## config.mk

```make
export PLATFORM = sky130hd
export DESIGN_NAME = alu_issue_stage_flat
export DESIGN_NICKNAME = d
export VERILOG_FILES = /design/src/rtl/alu_issue_stage_if.sv /design/src/rtl/alu_issue_stage.sv /design/src/flat_wrapper.sv
export SDC_FILE = /design/constraint.sdc
export NUM_CORES = 1
export LEC_CHECK = 0
export ABC_AREA = 0
export ABC_CLOCK_PERIOD_IN_PS = 8600
export BUFFER_PORTS_ARGS = -buffer_cell sky130_fd_sc_hd__buf_2
export CORE_MARGIN = 2
export CORE_UTILIZATION = 51
export CTS_CLUSTER_DIAMETER = 100
export CTS_CLUSTER_SIZE = 40
export DETAILED_ROUTE_END_ITERATION = 10
export GPL_ROUTABILITY_DRIVEN = 0
export PLACE_DENSITY_LB_ADDON = 0.15
export SLEW_MARGIN = 25
export SYNTH_ARGS = -nofsm -noshare
export SYNTH_HDL_FRONTEND = slang
export SYNTH_SLANG_ARGS = --single-unit
```

## constraint.sdc

```tcl
create_clock -name clk_i -period 8.6 [get_ports clk_i]
set_input_delay 0.43 -clock clk_i [delete_from_list [all_inputs] [get_ports clk_i]]
set_output_delay 0.43 -clock clk_i [all_outputs]
set_load 0.03 [all_outputs]
```

## src/rtl/alu_issue_stage_if.sv

```systemverilog
// ALU operation encoding plus the bundle of fetch, regfile, write-back and EX
// signals that connects the issue stage to its neighbours.
package mypkg;
  typedef enum logic [3:0] {
    A_ADD, A_SUB, A_SLL, A_SLT, A_SLTU, A_XOR, A_SRL, A_SRA, A_OR, A_AND
  } alu_op_e;
endpackage

interface alu_issue_stage_if #(
  parameter int XLEN  = 32,
  parameter int RF_AW = 5
);
  logic                 instr_valid_i;
  logic                 instr_ready_o;
  logic [31:0]          instr_i;
  logic [XLEN-1:0]      pc_i;
  logic [RF_AW-1:0]     rs1_addr_o;
  logic [RF_AW-1:0]     rs2_addr_o;
  logic [XLEN-1:0]      rs1_data_i;
  logic [XLEN-1:0]      rs2_data_i;
  logic                 wb_valid_i;
  logic [RF_AW-1:0]     wb_rd_i;
  logic [XLEN-1:0]      wb_data_i;
  logic                 ex_valid_o;
  logic                 ex_ready_i;
  logic [XLEN-1:0]      operand_a_o;
  logic [XLEN-1:0]      operand_b_o;
  mypkg::alu_op_e       alu_op_o;
  logic [RF_AW-1:0]     rd_addr_o;
  logic                 illegal_o;

  // The issue stage itself
  modport slave (
    input  instr_valid_i, instr_i, pc_i, rs1_data_i, rs2_data_i,
           wb_valid_i, wb_rd_i, wb_data_i, ex_ready_i,
    output instr_ready_o, rs1_addr_o, rs2_addr_o, ex_valid_o,
           operand_a_o, operand_b_o, alu_op_o, rd_addr_o, illegal_o
  );

  // Surroundings: fetch, register file, write-back and EX
  modport master (
    output instr_valid_i, instr_i, pc_i, rs1_data_i, rs2_data_i,
           wb_valid_i, wb_rd_i, wb_data_i, ex_ready_i,
    input  instr_ready_o, rs1_addr_o, rs2_addr_o, ex_valid_o,
           operand_a_o, operand_b_o, alu_op_o, rd_addr_o, illegal_o
  );
endinterface

```

## src/rtl/alu_issue_stage.sv

```systemverilog
// RV32I decode/issue stage: decodes ALU instructions, reads and bypasses operands,
// and hands a registered bundle to EX through an output register plus skid register.
module alu_issue_stage
  import mypkg::*;
#(
  parameter int XLEN  = 32,
  parameter int RF_AW = 5
) (
  input  logic              clk_i,
  input  logic              rst_ni,
  alu_issue_stage_if.slave  bus
);

  typedef enum logic [1:0] {EMPTY, FULL, SKID} buf_state_e;

  localparam logic [6:0] OPC_OP    = 7'b0110011;
  localparam logic [6:0] OPC_IMM   = 7'b0010011;
  localparam logic [6:0] OPC_LUI   = 7'b0110111;
  localparam logic [6:0] OPC_AUIPC = 7'b0010111;
  localparam logic [6:0] F7_BASE   = 7'b0000000;
  localparam logic [6:0] F7_ALT    = 7'b0100000;

  function automatic logic signed [XLEN-1:0] resolve(
    input logic [RF_AW-1:0] addr,
    input logic [XLEN-1:0]  rf_data,
    input logic             wb_vld,
    input logic [RF_AW-1:0] wb_rd,
    input logic [XLEN-1:0]  wb_data
  );
    if (addr == '0)                   return '0;
    else if (wb_vld && wb_rd == addr) return wb_data;
    else                              return rf_data;
  endfunction

  function automatic logic signed [XLEN-1:0] sext12(input logic signed [11:0] imm);
    return XLEN'(imm);
  endfunction

  function automatic alu_op_e op_for(input logic [2:0] f3, input logic alt);
    case (f3)
      3'b000:  return alt ? A_SUB : A_ADD;
      3'b001:  return A_SLL;
      3'b010:  return A_SLT;
      3'b011:  return A_SLTU;
      3'b100:  return A_XOR;
      3'b101:  return alt ? A_SRA : A_SRL;
      3'b110:  return A_OR;
      default: return A_AND;
    endcase
  endfunction

  buf_state_e state, state_nxt;
  logic       ready_q, vld_p1, illegal_p1;
  logic       load_out, load_skid, move_skid;

  logic [31:0]             instr_p0;
  logic [6:0]              opcode_p0, f7_p0;
  logic [2:0]              f3_p0;
  logic [RF_AW-1:0]        rs1_addr_p0, rs2_addr_p0, rd_p0;
  logic signed [XLEN-1:0]  rs1_val_p0, rs2_val_p0, imm_i_p0, imm_u_p0;
  logic signed [XLEN-1:0]  dec_a_p0, dec_b_p0;
  alu_op_e                 dec_op_p0;
  logic                    dec_legal_p0, accept_p0, take_p0, bad_p0;

  logic signed [XLEN-1:0]  out_a_p1, out_b_p1, skid_a_p1, skid_b_p1;
  alu_op_e                 out_op_p1, skid_op_p1;
  logic [RF_AW-1:0]        out_rd_p1, skid_rd_p1;

  // ---- stage p0: decode, register read and bypass in the accept cycle ----
  assign instr_p0    = bus.instr_i;
  assign opcode_p0   = instr_p0[6:0];
  assign rd_p0       = instr_p0[11:7];
  assign f3_p0       = instr_p0[14:12];
  assign rs1_addr_p0 = instr_p0[19:15];
  assign rs2_addr_p0 = instr_p0[24:20];
  assign f7_p0       = instr_p0[31:25];

  assign rs1_val_p0 = resolve(rs1_addr_p0, bus.rs1_data_i, bus.wb_valid_i, bus.wb_rd_i, bus.wb_data_i);
  assign rs2_val_p0 = resolve(rs2_addr_p0, bus.rs2_data_i, bus.wb_valid_i, bus.wb_rd_i, bus.wb_data_i);
  assign imm_i_p0   = sext12(instr_p0[31:20]);
  assign imm_u_p0   = XLEN'(signed'({instr_p0[31:12], 12'b0}));

  always_comb begin
    dec_legal_p0 = 1'b0;
    dec_op_p0    = A_ADD;
    dec_a_p0     = rs1_val_p0;
    dec_b_p0     = rs2_val_p0;
    case (opcode_p0)
      OPC_OP: begin
        dec_op_p0    = op_for(f3_p0, f7_p0 == F7_ALT);
        dec_legal_p0 = (f7_p0 == F7_BASE) ||
                       (f7_p0 == F7_ALT && (f3_p0 == 3'b000 || f3_p0 == 3'b101));
      end
      OPC_IMM: begin
        dec_b_p0 = imm_i_p0;
        if (f3_p0 == 3'b001 || f3_p0 == 3'b101) begin
          // shift-immediates reuse f7 as a funct field, shamt is zero-extended
          dec_b_p0     = XLEN'(instr_p0[24:20]);
          dec_op_p0    = op_for(f3_p0, f7_p0 == F7_ALT);
          dec_legal_p0 = (f7_p0 == F7_BASE) || (f7_p0 == F7_ALT && f3_p0 == 3'b101);
        end else begin
          dec_op_p0    = op_for(f3_p0, 1'b0);
          dec_legal_p0 = 1'b1;
        end
      end
      OPC_LUI: begin
        dec_a_p0     = '0;
        dec_b_p0     = imm_u_p0;
        dec_legal_p0 = 1'b1;
      end
      OPC_AUIPC: begin
        dec_a_p0     = bus.pc_i;
        dec_b_p0     = imm_u_p0;
        dec_legal_p0 = 1'b1;
      end
      default: ;
    endcase
  end

  assign accept_p0 = bus.instr_valid_i && ready_q;
  assign take_p0   = accept_p0 && dec_legal_p0;
  assign bad_p0    = accept_p0 && !dec_legal_p0;

  // Illegal instructions are consumed but leave the buffer untouched
  always_comb begin
    state_nxt = state;
    load_out  = 1'b0;
    load_skid = 1'b0;
    move_skid = 1'b0;
    case (state)
      EMPTY: if (take_p0) begin
        load_out  = 1'b1;
        state_nxt = FULL;
      end
      FULL: begin
        if (take_p0 && bus.ex_ready_i) begin
          load_out = 1'b1;
        end else if (take_p0) begin
          load_skid = 1'b1;
          state_nxt = SKID;
        end else if (bus.ex_ready_i) begin
          state_nxt = EMPTY;
        end
      end
      SKID: if (bus.ex_ready_i) begin
        move_skid = 1'b1;
        state_nxt = FULL;
      end
      default: state_nxt = EMPTY;
    endcase
  end

  // ---- stage p1: output register and skid register ----
  always_ff @(posedge clk_i or negedge rst_ni) begin
    if (!rst_ni) begin
      state      <= EMPTY;
      ready_q    <= 1'b1;
      vld_p1     <= 1'b0;
      illegal_p1 <= 1'b0;
      out_a_p1   <= '0;
      out_b_p1   <= '0;
      out_op_p1  <= A_ADD;
      out_rd_p1  <= '0;
    end else begin
      state      <= state_nxt;
      ready_q    <= (state_nxt != SKID);
      vld_p1     <= (state_nxt != EMPTY);
      illegal_p1 <= bad_p0;
      if (load_out) begin
        out_a_p1  <= dec_a_p0;
        out_b_p1  <= dec_b_p0;
        out_op_p1 <= dec_op_p0;
        out_rd_p1 <= rd_p0;
      end else if (move_skid) begin
        out_a_p1  <= skid_a_p1;
        out_b_p1  <= skid_b_p1;
        out_op_p1 <= skid_op_p1;
        out_rd_p1 <= skid_rd_p1;
      end
    end
  end

  // Skid contents are only meaningful in SKID, so they carry no reset
  always_ff @(posedge clk_i) begin
    if (load_skid) begin
      skid_a_p1  <= dec_a_p0;
      skid_b_p1  <= dec_b_p0;
      skid_op_p1 <= dec_op_p0;
      skid_rd_p1 <= rd_p0;
    end
  end

  assign bus.instr_ready_o = ready_q;
  assign bus.rs1_addr_o    = rs1_addr_p0;
  assign bus.rs2_addr_o    = rs2_addr_p0;
  assign bus.ex_valid_o    = vld_p1;
  assign bus.operand_a_o   = out_a_p1;
  assign bus.operand_b_o   = out_b_p1;
  assign bus.alu_op_o      = out_op_p1;
  assign bus.rd_addr_o     = out_rd_p1;
  assign bus.illegal_o     = illegal_p1;

endmodule

```

## src/flat_wrapper.sv

```systemverilog
// flat-port wrapper written by rule: the top's interface ports become plain ports
module alu_issue_stage_flat import mypkg::*;
#(
  parameter int XLEN  = 32,
  parameter int RF_AW = 5
)
  (clk_i, rst_ni, bus_instr_valid_i, bus_instr_i, bus_pc_i, bus_rs1_data_i, bus_rs2_data_i, bus_wb_valid_i, bus_wb_rd_i, bus_wb_data_i, bus_ex_ready_i, bus_instr_ready_o, bus_rs1_addr_o, bus_rs2_addr_o, bus_ex_valid_o, bus_operand_a_o, bus_operand_b_o, bus_alu_op_o, bus_rd_addr_o, bus_illegal_o);
  alu_issue_stage_if #(.XLEN(XLEN), .RF_AW(RF_AW)) bus_i ();
  input  logic clk_i;
  input  logic rst_ni;
  input wire logic [$bits(bus_i.instr_valid_i)-1:0] bus_instr_valid_i;
  input wire logic [$bits(bus_i.instr_i)-1:0] bus_instr_i;
  input wire logic [$bits(bus_i.pc_i)-1:0] bus_pc_i;
  input wire logic [$bits(bus_i.rs1_data_i)-1:0] bus_rs1_data_i;
  input wire logic [$bits(bus_i.rs2_data_i)-1:0] bus_rs2_data_i;
  input wire logic [$bits(bus_i.wb_valid_i)-1:0] bus_wb_valid_i;
  input wire logic [$bits(bus_i.wb_rd_i)-1:0] bus_wb_rd_i;
  input wire logic [$bits(bus_i.wb_data_i)-1:0] bus_wb_data_i;
  input wire logic [$bits(bus_i.ex_ready_i)-1:0] bus_ex_ready_i;
  output wire logic [$bits(bus_i.instr_ready_o)-1:0] bus_instr_ready_o;
  output wire logic [$bits(bus_i.rs1_addr_o)-1:0] bus_rs1_addr_o;
  output wire logic [$bits(bus_i.rs2_addr_o)-1:0] bus_rs2_addr_o;
  output wire logic [$bits(bus_i.ex_valid_o)-1:0] bus_ex_valid_o;
  output wire logic [$bits(bus_i.operand_a_o)-1:0] bus_operand_a_o;
  output wire logic [$bits(bus_i.operand_b_o)-1:0] bus_operand_b_o;
  output wire logic [$bits(bus_i.alu_op_o)-1:0] bus_alu_op_o;
  output wire logic [$bits(bus_i.rd_addr_o)-1:0] bus_rd_addr_o;
  output wire logic [$bits(bus_i.illegal_o)-1:0] bus_illegal_o;
  assign bus_i.instr_valid_i = bus_instr_valid_i;
  assign bus_i.instr_i = bus_instr_i;
  assign bus_i.pc_i = bus_pc_i;
  assign bus_i.rs1_data_i = bus_rs1_data_i;
  assign bus_i.rs2_data_i = bus_rs2_data_i;
  assign bus_i.wb_valid_i = bus_wb_valid_i;
  assign bus_i.wb_rd_i = bus_wb_rd_i;
  assign bus_i.wb_data_i = bus_wb_data_i;
  assign bus_i.ex_ready_i = bus_ex_ready_i;
  assign bus_instr_ready_o = bus_i.instr_ready_o;
  assign bus_rs1_addr_o = bus_i.rs1_addr_o;
  assign bus_rs2_addr_o = bus_i.rs2_addr_o;
  assign bus_ex_valid_o = bus_i.ex_valid_o;
  assign bus_operand_a_o = bus_i.operand_a_o;
  assign bus_operand_b_o = bus_i.operand_b_o;
  assign bus_alu_op_o = bus_i.alu_op_o;
  assign bus_rd_addr_o = bus_i.rd_addr_o;
  assign bus_illegal_o = bus_i.illegal_o;
  alu_issue_stage #(.XLEN(XLEN), .RF_AW(RF_AW)) u_core (.clk_i(clk_i), .rst_ni(rst_ni), .bus(bus_i));
endmodule
```

# Yosys cells after proc, flatten, opt, wreduce, memory -nomap -nowiden
# Cells that the tools add are included.
# op_classes
eq_ne	16
n_mux	36
reduce_logical	21
# ops
op	n
$mux 32	9
$pmux 32 s2	2
$pmux 4 s7	2
$eq 7x6->1 const B	3
$eq 7x5->1 const B	2
$mux 4	3
$eq 5x5->1	2
$logic_not 5->1	2
$mux 2	5
$mux 5	2
$eq 3x3->1 const B	3
$mux 1	9
$logic_and 1x1->1	8
$pmux 4 s2	1
$logic_not 7->1	1
$eq 3x2->1 const B	2
$pmux 2 s3	1
$logic_or 1x1->1	4
$reduce_bool 2->1	2
$eq 3x1->1 const B	1
$logic_not 3->1	1
$pmux 1 s3	1
$eq 2x1->1 const B	1
$eq 2x2->1 const B	1
5 further kinds	5
# word_totals
register_bits	151
output_inout_bits	86
elab_cells	85

# Longest topological paths before layout
# Gate-level depths: netlist of run 1.
# depth
depth_word	10
ltp_mapped	9
ltp_nobuf	6

# Worst setup path after synthesis of run 1
# No wires, ideal clock.
# synth_timing
kind	input-to-reg
startpoint	input bus_instr_i[31]
endpoint	register u_core.skid_a_p1[0] (enable)
t_arrival_ns	6.498
t_required_ns	8.006
slack_ns	1.508
stages	6
n_path_buf	0
cell_sequence	or4_4 > nor3_4 > a31oi_1 > nor2_1 > nand3_1 > nor3_1
# synth_via
elab_chain_cells	9
elab_cells_between_ends	13
# synth_lines
element	line_no	rtl
start: declaration	flat_wrapper.sv:12	input wire logic [$bits(bus_i.instr_i)-1:0] bus_instr_i;
$eq 7x6->1	alu_issue_stage.sv:92, alu_issue_stage.sv:100	
$logic_and 1x1->1	alu_issue_stage.sv:100	dec_legal_p0 = (f7_p0 == F7_BASE) || (f7_p0 == F7_ALT && f3_p0 == 3'b101);
$logic_or 1x1->1	alu_issue_stage.sv:100	
$mux 1	alu_issue_stage.sv:96	if (f3_p0 == 3'b001 || f3_p0 == 3'b101) begin
$pmux 1 s3 (*)	alu_issue_stage.sv:88	case (opcode_p0)
$logic_and 1x1->1 (*)	alu_issue_stage.sv:121	assign take_p0 = accept_p0 && dec_legal_p0;
$mux 1 or $logic_and 1x1->1 (tied branches)	alu_issue_stage.sv:138, alu_issue_stage.sv:136	
$mux 1 (*)	alu_issue_stage.sv:136	if (take_p0 && bus.ex_ready_i) begin
$mux 1 (*)	alu_issue_stage.sv:130	case (state)
via u_core.load_skid	alu_issue_stage.sv:54	logic load_out, load_skid, move_skid;
end signal: assignment	alu_issue_stage.sv:186	skid_a_p1 <= dec_a_p0;
end: declaration	alu_issue_stage.sv:65	logic signed [XLEN-1:0] out_a_p1, out_b_p1, skid_a_p1, skid_b_p1;
# Mark *: on every way through the listed nets, which the timed path passes. The rest lies on a longest branch.
# A chain may end at the register's enable or synchronous reset.

# Worst setup path in the final report of run 1
# layout_timing
startpoint	input bus_instr_i[3]
endpoint	register u_core.out_b_p1[30] (netlist: u_core.bus.operand_b_o[30])
# layout_via
elab_chain_cells	8
elab_cells_between_ends	14
# layout_lines
element	line_no	rtl
$eq 7x6->1 or $eq 7x5->1 (tied branches)	alu_issue_stage.sv:88	
$reduce_or 2->1 (no source line)	-	
$pmux 1 s3	alu_issue_stage.sv:88	
$logic_and 1x1->1	alu_issue_stage.sv:121	
$logic_and 1x1->1	alu_issue_stage.sv:136	
$mux 1	alu_issue_stage.sv:136	
$pmux 1 s2	alu_issue_stage.sv:130	
$mux 32 or $reduce_bool 2->1 (tied branches)	-	
end signal: assignment	alu_issue_stage.sv:171	out_b_p1 <= dec_b_p0;
end signal: assignment	alu_issue_stage.sv:176	out_b_p1 <= skid_b_p1;
end: declaration	alu_issue_stage.sv:65	
# Several ways; a longest one is shown, not always the timed one.

==> qor.txt, run 1 <==
Status -> completed
Root buf cell -> clkbuf_16
P per Cell Area -> 222 nW/um^2
Ant diodes -> 0
Layout cells sized above 1 -> 31.8%
Post CTS Setup Buffer Count -> 0
Max_slew headroom -> 29.5%
Leakage Power -> 4.49 nW
Critical Path Max Stage Delay -> 0.71 ns
Fin util -> 65.3%
CP max-delay cell -> buf_4
Ys async rst share -> 51.7%
Worst EP required -> 8.90 ns
Reg2Reg Launch Point -> u_core.bus.instr_ready_o
Global Route Usage Sum -> 28.4%
Post-synth top area cell -> edfxtp_1
Measured slew at the worst slew-check pin -> 1.06 ns
Wirelength per Cell -> 19.7 um
Max-Cap Viols -> 0
Vias -> 6501
Full die area -> 16100 sq um
Violation count after the first detailed-route iteration -> 449
Residual DRC -> 0
Die H -> 127 um
Worst ir drop on vdd -> 0.152 mV
Post-synth EDFFs -> 73
Die width -> 127 um
Tmin final -> 2.83 ns
Syn Nets -> 915
Synth area leaders -> edfxtp_1 28%, dfrtp_1 25%, mux2i_1 8.7%
Mapped Cells -> 745
Critical Path Start Type -> input port
Gates resized, CTS repair -> 0
Commonest non-fill, non-tap cell in the layout -> buf_2
Largest net degree at the start of global routing -> 79
Clock sinks -> 151
Max Slew Vio Count -> 0
Routed length on met1 -> 9040 um
H-tree depth -> 4
Setup_tns -> 0 ns
Final HPWL DP -> 16200 um
Max Clk Rate -> 0.353 GHz
IO Port Bufs -> 255
Core Area -> 14600 sq um
Post-synth top area share -> 28.5%
Final wirelength -> 22800 um
R2R depth -> 6
DR top layer -> met4
WS Path Type -> input port to flop
Total gr overflow -> 0
Num rows -> 44
Max clock buf depth -> 2
RSZ-0062 raised after global routing -> false
Post-synthesis sequential area ratio -> 53.8%
Worst hold path class -> input port to async pin
Avg Cell Area, Syn -> 10.3 sq um
I/O pins -> 256
Commonest cells after routing, fill and taps aside -> 254 x buf_2, 169 x nand2_1, 77 x dfrtp_1
Critical path buffer and inverter count -> 2
Fin nets -> 1130
R2R Path End -> u_core.bus.operand_b_o[30]
CP endpoint kind -> flop
Post-synth top flop -> dfrtp_1
Worst-path fanout max -> 76
CTS tree -> done
Worst EP arrival -> 3.13 ns
Yosys warns -> 0
WL met2 -> 11700 um
Routed wl met3 -> 1520 um
Final Skew -> 0.00582 ns
Crit-path cells -> buf_2 -> nand4b_4 -> or2_1 -> nor4_2 -> and2_4 -> buf_4 -> a21oi_1 -> a21o_1
Vias/cell -> 5.63
PnR Total Power -> 2.12 mW
Clk_lat worst skew -> 0.41 ns
Fin crit share -> 32.9%
Fillcell total -> 1244
#FFs+latches synth -> 151
Number of global-route vias before repair -> 6238
Synth unique cells -> 49
CP top delay family -> simple AND/OR/NAND/NOR gates
First-pass GRT wire length -> 34400 um
Post-synthesis to final-layout area growth -> 24.1%
Antenna Nets Post-Route -> 0
Final hold viol count -> 0
Clk slew on worst S/H paths -> 0.06 ns
Initial Util -> 52.6%
Synthesized cell area -> 7700 sq um
Cts hold-fix bufs -> 0
1st-pass router iterations -> 5
Total CTS buffers -> 17
Initial antenna violation count -> 0
Final setup fails -> 0
Reg2reg setup slack -> 5.82 ns
## through the flow
step	std cells	hold slack, ns	area [sq um]	worst slack [ns]
global route	1155	0.133	9560	5.50
detailed placement	1125	0.459	8910	5.41
CTS	1155	0.100	9550	5.81
global placement	1125	0.453	8890	5.47
floorplan	745	0.134	7700	1.51
finish	1155	0.0678	9560	5.77
## where the power goes
| part | internal, mW | switching, mW | total (mW) |
|---|---|---|---|
| sequential | 0.827 | 0.0354 | 0.862 |
| combinational | 0.162 | 0.292 | 0.454 |
| clock | 0.536 | 0.272 | 0.808 |
## flip-flops by register name, indices dropped and copies added, names as in the netlist
name                      flops
u_core.bus.alu_op_o           4
u_core.bus.ex_valid_o         1
u_core.bus.illegal_o          1
u_core.bus.instr_ready_o      1
u_core.bus.operand_a_o       32
u_core.bus.operand_b_o       32
u_core.bus.rd_addr_o          5
u_core.skid_a_p1             32
u_core.skid_b_p1             32
u_core.skid_op_p1             4
u_core.skid_rd_p1             5
u_core.state                  2
## worst max path at each step
stage	start	endpoint	slack, ns	depth (start not counted)
final	bus_instr_i[3]	u_core.bus.operand_b_o[30]	5.77	8
after global routing	bus_instr_i[3]	u_core.bus.operand_a_o[11]	5.50	8
after CTS	bus_instr_i[31]	u_core.skid_a_p1[27]	5.81	8
after detailed placement	bus_instr_i[31]	u_core.skid_a_p1[18]	5.41	8
after global placement	bus_instr_i[31]	u_core.skid_a_p1[18]	5.47	8
after floorplan	bus_instr_i[31]	u_core.skid_a_p1[0]	1.51	6
## cells in the mapped netlist, types with 2 or more instances
cell and number:
dfrtp_1 77, xor2_1 9, o21bai_1 3, nor4_1 2, nor3_1 2, buf_6 6
nor2_1 14, edfxtp_1 73, a22oi_1 6, clkbuf_1 21, mux2i_1 67, buf_2 14
xnor2_1 2, o22ai_1 4, a22o_1 11, buf_4 24, a21oi_1 74, a21o_1 65
o21ai_1 4, and2_1 3, and3_1 2, a31oi_1 2, nand2b_1 2, o21ai_0 60
nand2_1 169, nor2b_1 5, or4_1 2
## routing by layer
layer / GRT usage [%] / vias to the layer above
li1: - / 3069
met1: 35.6 / 3103
met2: 49.5 / 288
met3: 5.74 / 41
met4: 9.24 / 0
met5: 0 / -
## worst register-to-register path: stages (launching register included)
cell	delay, ns
dfstp_2	0.56
nand2_1	0.11
nor4_2	0.39
and2_4	0.56
buf_4	0.73
a21oi_1	0.14
a21o_1	0.19
## area by class of cell
type	count	area (sq um)	share of cell area, %
Clock buffer	18	429	4.49
Clock inverter	12	208	2.17
Inverter	1	3.75	0.0393
Multi-Input combinational cell	528	3210	33.6
Sequential cell	151	4150	43.4
Tap cell	184	230	2.41
Timing Repair Buffer	261	1330	13.9
## cell families (layout without fill, tap and decap cells)
| family | Yosys count | after routing | share of synthesized area, % |
|---|---|---|---|
| flip-flops | 151 | 151 | 53.8 |
| multiplexers | 68 | 68 | 8.86 |
| AO/OA/AOI/OAI | 235 | 235 | 18.6 |
| AND/OR/NAND/NOR | 214 | 214 | 12.3 |
| buffers and inverters | 66 | 292 | 5.20 |
| XOR/XNOR | 11 | 11 | 1.25 |
Note: power is estimated with default switching activity, not from simulation.
==> run 2, diff against run 1 <==
- ABC_CLOCK_PERIOD_IN_PS: 8600 -> 2860
- clock period: 8.6 -> 2.86 ns (I/O delays scaled with it)
==> run 2 against run 1 <==
Net effect:
- total power rose to 2.9 times the previous value
- sequential share of layout area fell by 0.70 points
- largest power group unchanged
- utilization rose by 1.1 points
- critical path type is now flop to flop
==> qor.txt, run 2 (synthesis results as in run 1) <==
Tmin final -> 2.15 ns
Die H -> 127 um
First-pass GRT wire length -> 35000 um
Die width -> 127 um
Measured slew at the worst slew-check pin -> 0.742 ns
CTS tree -> done
Fin nets -> 1153
1st-pass router iterations -> 5
Max-Cap Viols -> 0
Fillcell total -> 1256
Critical Path Max Stage Delay -> 0.65 ns
Clk slew on worst S/H paths -> 0.06 ns
Critical path buffer and inverter count -> 1
Vias/cell -> 5.55
Commonest cells after routing, fill and taps aside -> 254 x buf_2, 169 x nand2_1, 77 x dfrtp_1
Max Slew Vio Count -> 0
Core Area -> 14600 sq um
Final Skew -> 0.00406 ns
Crit path from -> u_core.state[1]
Num rows -> 44
Full die area -> 16100 sq um
Status -> completed
Reg2Reg Launch Point -> u_core.state[1]
IO Port Bufs -> 255
Worst EP arrival -> 2.52 ns
Number of global-route vias before repair -> 6297
H-tree depth -> 4
Max Clk Rate -> 0.464 GHz
Worst EP required -> 3.23 ns
Antenna Nets Post-Route -> 0
Root buf cell -> clkbuf_16
CP endpoint kind -> flop
Final setup fails -> 0
Finished Cell Area -> 9710 sq um
Critical Path Start Type -> flop
Clk_lat worst skew -> 0.42 ns
Global Route Usage Sum -> 29.1%
Wirelength per Cell -> 19.7 um
RSZ-0062 raised after global routing -> false
CP max-delay cell -> or2_2
Vias -> 6553
Largest net degree at the start of global routing -> 81
Post-synthesis to final-layout area growth -> 26.1%
Worst-path fanout max -> 30
P per Cell Area -> 626 nW/um^2
Commonest non-fill, non-tap cell in the layout -> buf_2
Total gr overflow -> 0
Initial Util -> 52.6%
Crit-path cells -> nand2b_1 -> or2_2 -> buf_4 -> nand2_1 -> a21oi_1 -> a21o_1
Placed Area -> 9080 sq um
Final hold viol count -> 0
Setup_tns -> 0 ns
Residual DRC -> 0
Final HPWL DP -> 16600 um
Initial antenna violation count -> 0
Worst hold path class -> input port to flop
Total CTS buffers -> 17
WS Path Type -> flop to flop
Layout cells sized above 1 -> 32.8%
Violation count after the first detailed-route iteration -> 535
Worst ir drop on vdd -> 0.513 mV
Final wirelength -> 23300 um
Ant diodes -> 0
Min-Delay Startpoint -> bus_pc_i[25]
Clock sinks -> 151
I/O pins -> 256
Max clock buf depth -> 2
Fin crit share -> 75.3%
Max_slew headroom -> 50.5%
Leakage Power -> 4.57 nW
CP top delay family -> simple AND/OR/NAND/NOR gates
Reg2reg setup slack -> 0.71 ns
## run 2: final timing paths
check,to,cells after the start
worst max-delay path,u_core.bus.operand_a_o[14],6
worst min-delay path,u_core.skid_a_p1[25],3
worst max register to register,u_core.bus.operand_a_o[14],6
worst min register to register,u_core.bus.rd_addr_o[1],2
max in group asynchronous,u_core.bus.instr_ready_o,3
min in group asynchronous,u_core.bus.rd_addr_o[0],2
## run 2: metrics by stage
stage	total power, mW	std cells	hold WS [ns]	setup slack, ns	util (%)
5_1_grt	6.32	1180	0.0570	0.580	66.3
3_5_place_dp	4.01	1141	0.111	0.448	62.0
2_1_floorplan	3.49	745	-0.153	-0.552	-
4_1_cts	6.11	1180	0.0290	0.723	66.3
3_3_place_gp	3.99	1141	0.110	0.500	62.0
6_report	6.08	1180	0.0427	0.706	66.3
## run 2: worst register-to-register path, delay by kind of cell, from the launching register on
family	cells	cell delay, ns
buf+inv	1	0.36
flops	1	0.49
compound gates	2	0.26
simple gates	3	0.98
## run 2: metal layers
layer | GRT usage, % | share of wire, %
met2 | 49.6 | 51
met1 | 37.2 | 40
met3 | 5.69 | 6.9
met5 | 0 | 0
met4 | 10.5 | 2.5
## run 2: cell type report
| cell class | count | area (sq um) | share of cell area (%) |
|---|---|---|---|
| timing repair buffer | 284 | 1580 | 16.2 |
| tap | 184 | 230 | 2.37 |
| multi-input combinational | 528 | 3200 | 33.0 |
| inverter | 1 | 3.75 | 0.0386 |
| clock inverter | 10 | 78.8 | 0.812 |
| clock buffer | 22 | 474 | 4.88 |
| sequential | 151 | 4150 | 42.7 |
## run 2: repair_timing
action	4_1_cts	5_1_grt
buffers inserted	0	0
hold buffers	7	0
hold endpoints to repair	41	0
resized for setup	0	0
## run 2: power by group
group	switching, mW	internal, mW	leakage, nW
combinational	0.876	0.500	2.62
sequential	0.113	2.49	1.68
clock	0.855	1.25	0.273
total	1.84	4.24	4.57
==> run 3, diff against run 2 <==
- ABC_CLOCK_PERIOD_IN_PS: 2860 -> 2200
- clock period: 2.86 -> 2.2 ns (I/O delays scaled with it)
==> run 3 against run 2 <==
Net effect:
- combinational power increased by 32%
- worst setup slack got worse by 0.49 ns
- critical path depth stayed put
- non-clock buffer count grew 15
==> qor.txt, run 3 (synthesis results as in run 1) <==
Setup_tns -> 0 ns
Commonest non-fill, non-tap cell in the layout -> buf_2
Gates resized, CTS repair -> 0
Measured slew at the worst slew-check pin -> 0.810 ns
Switching Share -> 30.1%
Fillcell total -> 1214
Post-layout worst setup margin -> 0.220 ns
Global Route Usage Sum -> 29.5%
PnR Total Power -> 7.97 mW
H-tree depth -> 4
Post-synthesis to final-layout area growth -> 29.1%
Max Clk Rate -> 0.505 GHz
WS Path Type -> flop to flop
Vias -> 6705
CTS tree -> done
Seq pwr share -> 42.4%
Num rows -> 44
Total CTS buffers -> 17
Violation count after the first detailed-route iteration -> 515
Die H -> 127 um
RSZ-0062 raised after global routing -> false
Worst ir drop on vdd -> 0.561 mV
Clock Power Share -> 34.8%
Clock sinks -> 151
Worst EP required -> 2.51 ns
Antenna Nets Post-Route -> 0
1st-pass router iterations -> 5
Final HPWL DP -> 17000 um
WHS -> 0.0255 ns
Clk_lat worst skew -> 0.42 ns
Placed Area -> 9260 sq um
Largest net degree at the start of global routing -> 57
Residual DRC -> 0
Die width -> 127 um
Commonest cells after routing, fill and taps aside -> 254 x buf_2, 169 x nand2_1, 77 x dfrtp_1
First-pass GRT wire length -> 35400 um
Final wirelength -> 23500 um
Status -> completed
Full die area -> 16100 sq um
Fin nets -> 1168
CP endpoint kind -> flop
Layout cells sized above 1 -> 33.2%
Leakage Power -> 4.68 nW
IO Port Bufs -> 255
Core Area -> 14600 sq um
Finished Cell Area -> 9940 sq um
CP max-delay cell -> dfstp_2
Root buf cell -> clkbuf_16
Critical path buffer and inverter count -> 1
Crit-path cells -> nand2_1 -> nor4_2 -> and2_4 -> buf_12 -> a21oi_1 -> a21o_1
Tmin final -> 1.98 ns
Max-Cap Viols -> 0
Worst-path fanout max -> 29
Wirelength per Cell -> 19.7 um
Critical Path Start Type -> flop
Internal Power -> 5.57 mW
Max clock buf depth -> 2
Initial Util -> 52.6%
Fin util -> 67.9%
P per Cell Area -> 802 nW/um^2
Placed Instances -> 1151
Pre-CTS WS -> -0.0495 ns
Final non-filler cell total -> 1196
Initial antenna violation count -> 0
Net switching power -> 2.40 mW
CP top delay family -> simple AND/OR/NAND/NOR gates
Gate power share -> 22.8%
Final Skew -> 0.00634 ns
Critical Path Max Stage Delay -> 0.55 ns
Fin crit share -> 90.0%
Worst EP arrival -> 2.29 ns
Max Slew Vio Count -> 0
Max_slew headroom -> 46.0%
I/O pins -> 256
Worst hold path class -> input port to flop
Final setup fails -> 0
Number of global-route vias before repair -> 6357
Vias/cell -> 5.61
Final hold viol count -> 0
Total gr overflow -> 0
Clk slew on worst S/H paths -> 0.06 ns
run 3: layout make-up:
cell class	count	area [sq um]	area share, %
Clock inverter	8	70.1	0.705
Sequential cell	151	4150	41.7
Multi-Input combinational cell	528	3200	32.1
Clock buffer	24	492	4.95
Timing Repair Buffer	299	1800	18.1
Inverter	1	3.75	0.0378
Tap cell	184	230	2.32
Antenna cell	1	2.50	0.0252
run 3: timing repair:
action,CTS,global route
hold endpoints to repair,52,0
hold buffers,12,0
setup buffers,0,0
run 3: worst paths after layout:
path	startpoint	to	slack, ns	cells past startpoint
min in group asynchronous	rst_ni	u_core.state[1]	0.22	2
max in group asynchronous	rst_ni	u_core.bus.operand_a_o[12]	1.33	3
min	bus_pc_i[25]	u_core.skid_a_p1[25]	0.03	3
max reg2reg	u_core.bus.instr_ready_o	u_core.bus.operand_a_o[14]	0.22	6
min reg2reg	u_core.bus.rd_addr_o[1]	u_core.bus.rd_addr_o[1]	0.47	2
max	u_core.bus.instr_ready_o	u_core.bus.operand_a_o[14]	0.22	6
run 3: worst register-to-register path, cell delays in order (launching register included):
cell     delay [ns]
dfstp_2        0.55
nand2_1        0.11
nor4_2         0.37
and2_4         0.38
buf_12         0.22
a21oi_1        0.08
a21o_1         0.16
run 3: power groups by stage:
stage	sequential (mW)	combinational [mW]	clock [mW]
after detailed placement	3.43	1.80	0
after global routing	3.41	1.95	2.94
after CTS	3.38	1.83	2.81
after global placement	3.42	1.79	0
after floorplan	3.94	0.597	0
final	3.38	1.82	2.77
run 3: routing by layer:
metal / vias to the layer above / track usage (%) / share of wire (%)
li1: 3154 / - / -
met1: 3204 / 36.9 / 39
met2: 300 / 47.9 / 49
met3: 47 / 8.56 / 8.0
met4: 0 / 12.7 / 3.4
met5: - / 0 / 0
